### src/rtl/cnn_result_buffer.sv
// cnn_result_buffer
//   Captures one frame of N-bit result words from cnn_block into a local
//   buffer. The frame is closed by the end strobe. A reader then drains the
//   words in arrival order with a pop handshake. Capture re-arms once the
//   last word has been popped.
//
// Ports
//   clk          clock, all state on rising edge
//   global_rst   asynchronous active-high reset
//   ce           clock enable; low freezes all state and suppresses rd_valid
//   data_in      result word
//   valid_in     data_in valid this cycle
//   end_in       last word of the frame (may coincide with valid_in)
//   rd_en        pop request
//   rd_data      popped word (registered)
//   rd_valid     one-cycle pulse qualifying rd_data
//   frame_done   a complete frame is waiting for, or undergoing, draining
//   word_count   number of words currently held
//   overflow     sticky flag: a word was dropped
module cnn_result_buffer #(
  parameter int N     = 16,
  parameter int DEPTH = 16,
  parameter int AW    = 4
) (
  input  logic          clk,
  input  logic          global_rst,
  input  logic          ce,
  input  logic [N-1:0]  data_in,
  input  logic          valid_in,
  input  logic          end_in,
  input  logic          rd_en,
  output logic [N-1:0]  rd_data,
  output logic          rd_valid,
  output logic          frame_done,
  output logic [AW:0]   word_count,
  output logic          overflow
);

  typedef enum logic {CAPTURE, READY} state_t;

  localparam logic [AW:0] FULL = (AW+1)'(DEPTH);
  localparam logic [AW:0] ONE  = (AW+1)'(1);

  state_t         state, state_next;
  logic [N-1:0]   mem [DEPTH];
  logic [AW-1:0]  wr_ptr, rd_ptr;
  logic [AW:0]    count;

  logic           wr_fire;
  logic           pop;
  logic           last_pop;
  logic           drop;

  // Next-state and per-cycle action decode.
  always_comb begin
    state_next = state;
    wr_fire    = 1'b0;
    pop        = 1'b0;
    last_pop   = 1'b0;
    drop       = 1'b0;
    if (ce) begin
      unique case (state)
        CAPTURE: begin
          if (valid_in) begin
            if (count != FULL) wr_fire = 1'b1;
            else               drop    = 1'b1;
          end
          // The end strobe only closes a frame that holds at least one word,
          // counting a word written in the same cycle.
          if (end_in && ((count != '0) || wr_fire))
            state_next = READY;
        end
        READY: begin
          drop = valid_in;
          if (rd_en && (count != '0)) begin
            pop = 1'b1;
            if (count == ONE) begin
              last_pop   = 1'b1;
              state_next = CAPTURE;
            end
          end
        end
        default: state_next = CAPTURE;
      endcase
    end
  end

  always_ff @(posedge clk or posedge global_rst) begin
    if (global_rst) state <= CAPTURE;
    else            state <= state_next;
  end

  always_ff @(posedge clk or posedge global_rst) begin
    if (global_rst) begin
      wr_ptr   <= '0;
      rd_ptr   <= '0;
      count    <= '0;
      rd_data  <= '0;
      rd_valid <= 1'b0;
      overflow <= 1'b0;
    end else begin
      rd_valid <= pop;
      if (drop) overflow <= 1'b1;
      // Writes only happen in CAPTURE and pops only in READY, so the two
      // never coincide.
      if (wr_fire) begin
        wr_ptr <= wr_ptr + 1'b1;
        count  <= count + 1'b1;
      end else if (pop) begin
        rd_data <= mem[rd_ptr];
        count   <= count - 1'b1;
        if (last_pop) begin
          rd_ptr <= '0;
          wr_ptr <= '0;
        end else begin
          rd_ptr <= rd_ptr + 1'b1;
        end
      end
    end
  end

  // Storage carries no reset; contents are only observable after a write.
  always_ff @(posedge clk) begin
    if (wr_fire) mem[wr_ptr] <= data_in;
  end

  assign frame_done = (state == READY);
  assign word_count = count;

endmodule

### config.mk
export PLATFORM = sky130hd
export DESIGN_NAME = cnn_result_buffer
export DESIGN_NICKNAME = d
export VERILOG_FILES = /design/src/rtl/cnn_result_buffer.sv
export SDC_FILE = /design/constraint.sdc
export NUM_CORES = 1
export LEC_CHECK = 0
export CORE_MARGIN = 5
export CORE_UTILIZATION = 60
export CTS_BUF_LIST = sky130_fd_sc_hd__clkbuf_8
export DETAILED_ROUTE_END_ITERATION = 10
export PLACE_DENSITY = 0.85
export SLEW_MARGIN = 20
export SYNTH_ARGS = -nofsm -noshare
export SYNTH_HDL_FRONTEND = slang
export SYNTH_SLANG_ARGS = --single-unit
### constraint.sdc
create_clock -name clk -period 3.9 [get_ports clk]
set_clock_uncertainty 0.2 [all_clocks]
set_input_delay 0.78 -clock clk [delete_from_list [all_inputs] [get_ports clk]]
set_output_delay 0.78 -clock clk [all_outputs]
set_load 0.005 [all_outputs]
==> metrics.yaml <==
pwr:
  vdd_drop_max_mv: 0.484
  power_density_nw_per_um2: 630
  p_leak_nw: 4.40
clocking:
  cts_made_buffers: 44
  ctsRootBufferMaster: "clkbuf_8"
  clock_sinks: 288
  ctsHoldBuffers: 0
  cts_resized: 0
  cts_tree: "done"
  cts_max_level: 2
  insertion_delay_ns: 0.54
  post-cts-setup-buffer-count: 0
  cts_max_path_buffers: 3
  clkTransAtPathRegs_ns: 0.06
sta:
  holdWs_ns: 0.265
  fin_tns_setup_ns: 0
  fin_crit_sh_pct: 73.0
  finalMaxSlewViolations: 0
  maxSlewHeadroom_pct: 25.0
  tightest_slew_ns: 1.13
  hold_violations: 0
  setup_viol: 0
  finalCriticalPeriod_ns: 2.85
  grt_setup_unrepaired: "no"
  timing.fmax_mhz: 351
place:
  post-place-cells: 828
  io_buffers: 45
  place_hpwl_um: 14300
  gp_congestion: 0.891
min_path:
  min_from: "overflow"
  hold_class: "reg -> reg"
logic_synthesis:
  yosysUniqueCellTypes: 46
  synthAdderAreaFrac_pct: 0.988
  synth_xor_area_share_pct: 0.615
  synth-simple-area-share_pct: 3.52
  synth_edf_count: 256
  synth_top_family_by_area: "multiplexers"
  synthMuxAreaShare_pct: 16.6
  ys_seq_area_share_pct: 74.4
  syn_nets: 585
  syn-instance-count: 554
  yosysWarnings: 0
  synth-async-reset-ratio_pct: 11.1
  synth_compound_area_share_pct: 1.88
  syn_area_um2: 11400
  avgSynthCellArea_um2: 20.6
  synth_ff_type: "edfxtp_1"
  ys_ff_latch: 288
grt:
  grt_max_degree: 39
  grt_usage_pct: 21.3
  grt_pass1_vias: 5863
  grt_pass1_wl_um: 34900
  grt_remaining_overflow: 0
  antenna_found_initial: 0
detailed_routing:
  first_pass_iters: 5
  wl_per_cell_um: 25.1
  drtIter0Drc: 536
  ant_nets: 0
  vias_per_cell: 6.24
  drt-total-wl_um: 22700
  drc: 0
  vias: 5650
worst_setup_path:
  crit_required_ns: 3.91
  critPathKind: "reg -> reg"
  crit_start: "word_count[0]"
  cp_max_fo: 16
  cp.arrival_ns: 2.86
  start_kind: "flop"
  rr_startpoint: "word_count[0]"
  r2r_slack_ns: 1.05
  worst_setup_path_end_kind: "flop"
layout:
  layout.nets: 671
  layout_commonest_cell: "edfxtp_1"
  final_layout_size_suffix_gt1_share_pct: 24.1
  final_cell_mix: "edfxtp_1, mux4_2, clkbuf_8"
  layout.cells.non_filler: 906
  nFillCells: 1105
  multi_input_area_um2: 2690
  syn_to_final_growth_pct: 13.5
  sequential_cell_area_um2: 8490
  antennaDiodeCount: 0
die:
  core_region_area_um2: 18700
  die_area_um2: 21900
  pin_count: 46
  rows: 50
  start_util_pct: 61.0
  die-width_um: 148
  fp.dieH_um: 148
flow_run:
  cap_violations: 0
status:
  status: "finished clean"
layout make-up:
type	instances	share of cell area, %
Clock inverter	29	0.900
Sequential cell	288	65.7
Inverter	7	0.203
Timing Repair Buffer	70	4.93
Multi-Input combinational cell	229	20.8
Clock buffer	49	5.21
Tap cell	234	2.26
path summary, 6_finish.rpt:
check,end,depth (start not counted)
setup / recovery,mem[14][2],6
hold / removal,overflow,1
setup reg to reg,mem[14][2],6
hold reg to reg,overflow,1
max in group asynchronous,rd_ptr[0],3
min in group asynchronous,rd_data[7],2
sequential cells by signal, indices dropped and copies added (netlist names):
register and cells:
rd_valid 1, frame_done 1, wr_ptr 4, rd_data 16, rd_ptr 4, mem 256, overflow 1, word_count 5
critical path, stage by stage (launching register included):
cell and delay (ns):
dfrtp_1 0.45, inv_1 0.12, ha_1 0.23, and4bb_2 0.29, nor2_1 0.62, and4_1 0.31, buf_4 0.29
Yosys cell counts (5+ instances only):
master / number / area [um2]
o21ai_0: 15 / 75.1
clkbuf_1: 9 / 33.8
ha_1: 9 / 113
mux2_2: 13 / 146
xnor2_1: 5 / 43.8
mux4_2: 61 / 1370
nand2_1: 21 / 78.8
and2_1: 7 / 43.8
inv_1: 7 / 26.3
mux2i_1: 29 / 290
nand3_1: 6 / 30.0
dfrtp_1: 32 / 801
edfxtp_1: 256 / 7690
nor3_1: 5 / 25.0
nor2_1: 11 / 41.3
buf_2: 11 / 55.1
layer usage:
layer / up-vias / GRT usage (%) / part of all wire (%)
li1: 2424 / - / -
met5: - / 0 / 0
met4: 0 / 6.24 / 1.9
met1: 2900 / 31.3 / 41
met3: 44 / 4.05 / 8.2
met2: 282 / 33.6 / 49
cells by family after synthesis:
| group | after synthesis |
|---|---|
| DFF | 288 |
| muxes | 106 |
| and+or+nand+nor | 73 |
| buffers and inverters | 37 |
| AOI/OAI and AO/OA | 33 |
| adders and majority gates | 9 |
| xor gates and xnor gates | 8 |
power by group:
part | leakage [nW] | total, W | internal, W | switching [W]
sequential | 2.69 | 0.00390 | 0.00353 | 0.000371
clock | 0.464 | 0.00223 | 0.00115 | 0.00108
combinational | 1.25 | 0.00202 | 0.00115 | 0.000872
total | 4.40 | 0.00815 | 0.00583 | 0.00232
metrics by stage:
step           utilization [%]  power [W]  worst slack, ns  cell area (um2)
3_5_place_dp              64.9    0.00599            0.659            12100
4_1_cts                   69.2    0.00823             1.08            12900
5_1_grt                   69.2    0.00855            0.944            12900
2_1_floorplan                -    0.00532            0.345            11400
6_report                  69.2    0.00815             1.05            12900
3_3_place_gp              64.9    0.00591            0.755            12100
Note: power is estimated with default switching activity, not from simulation.
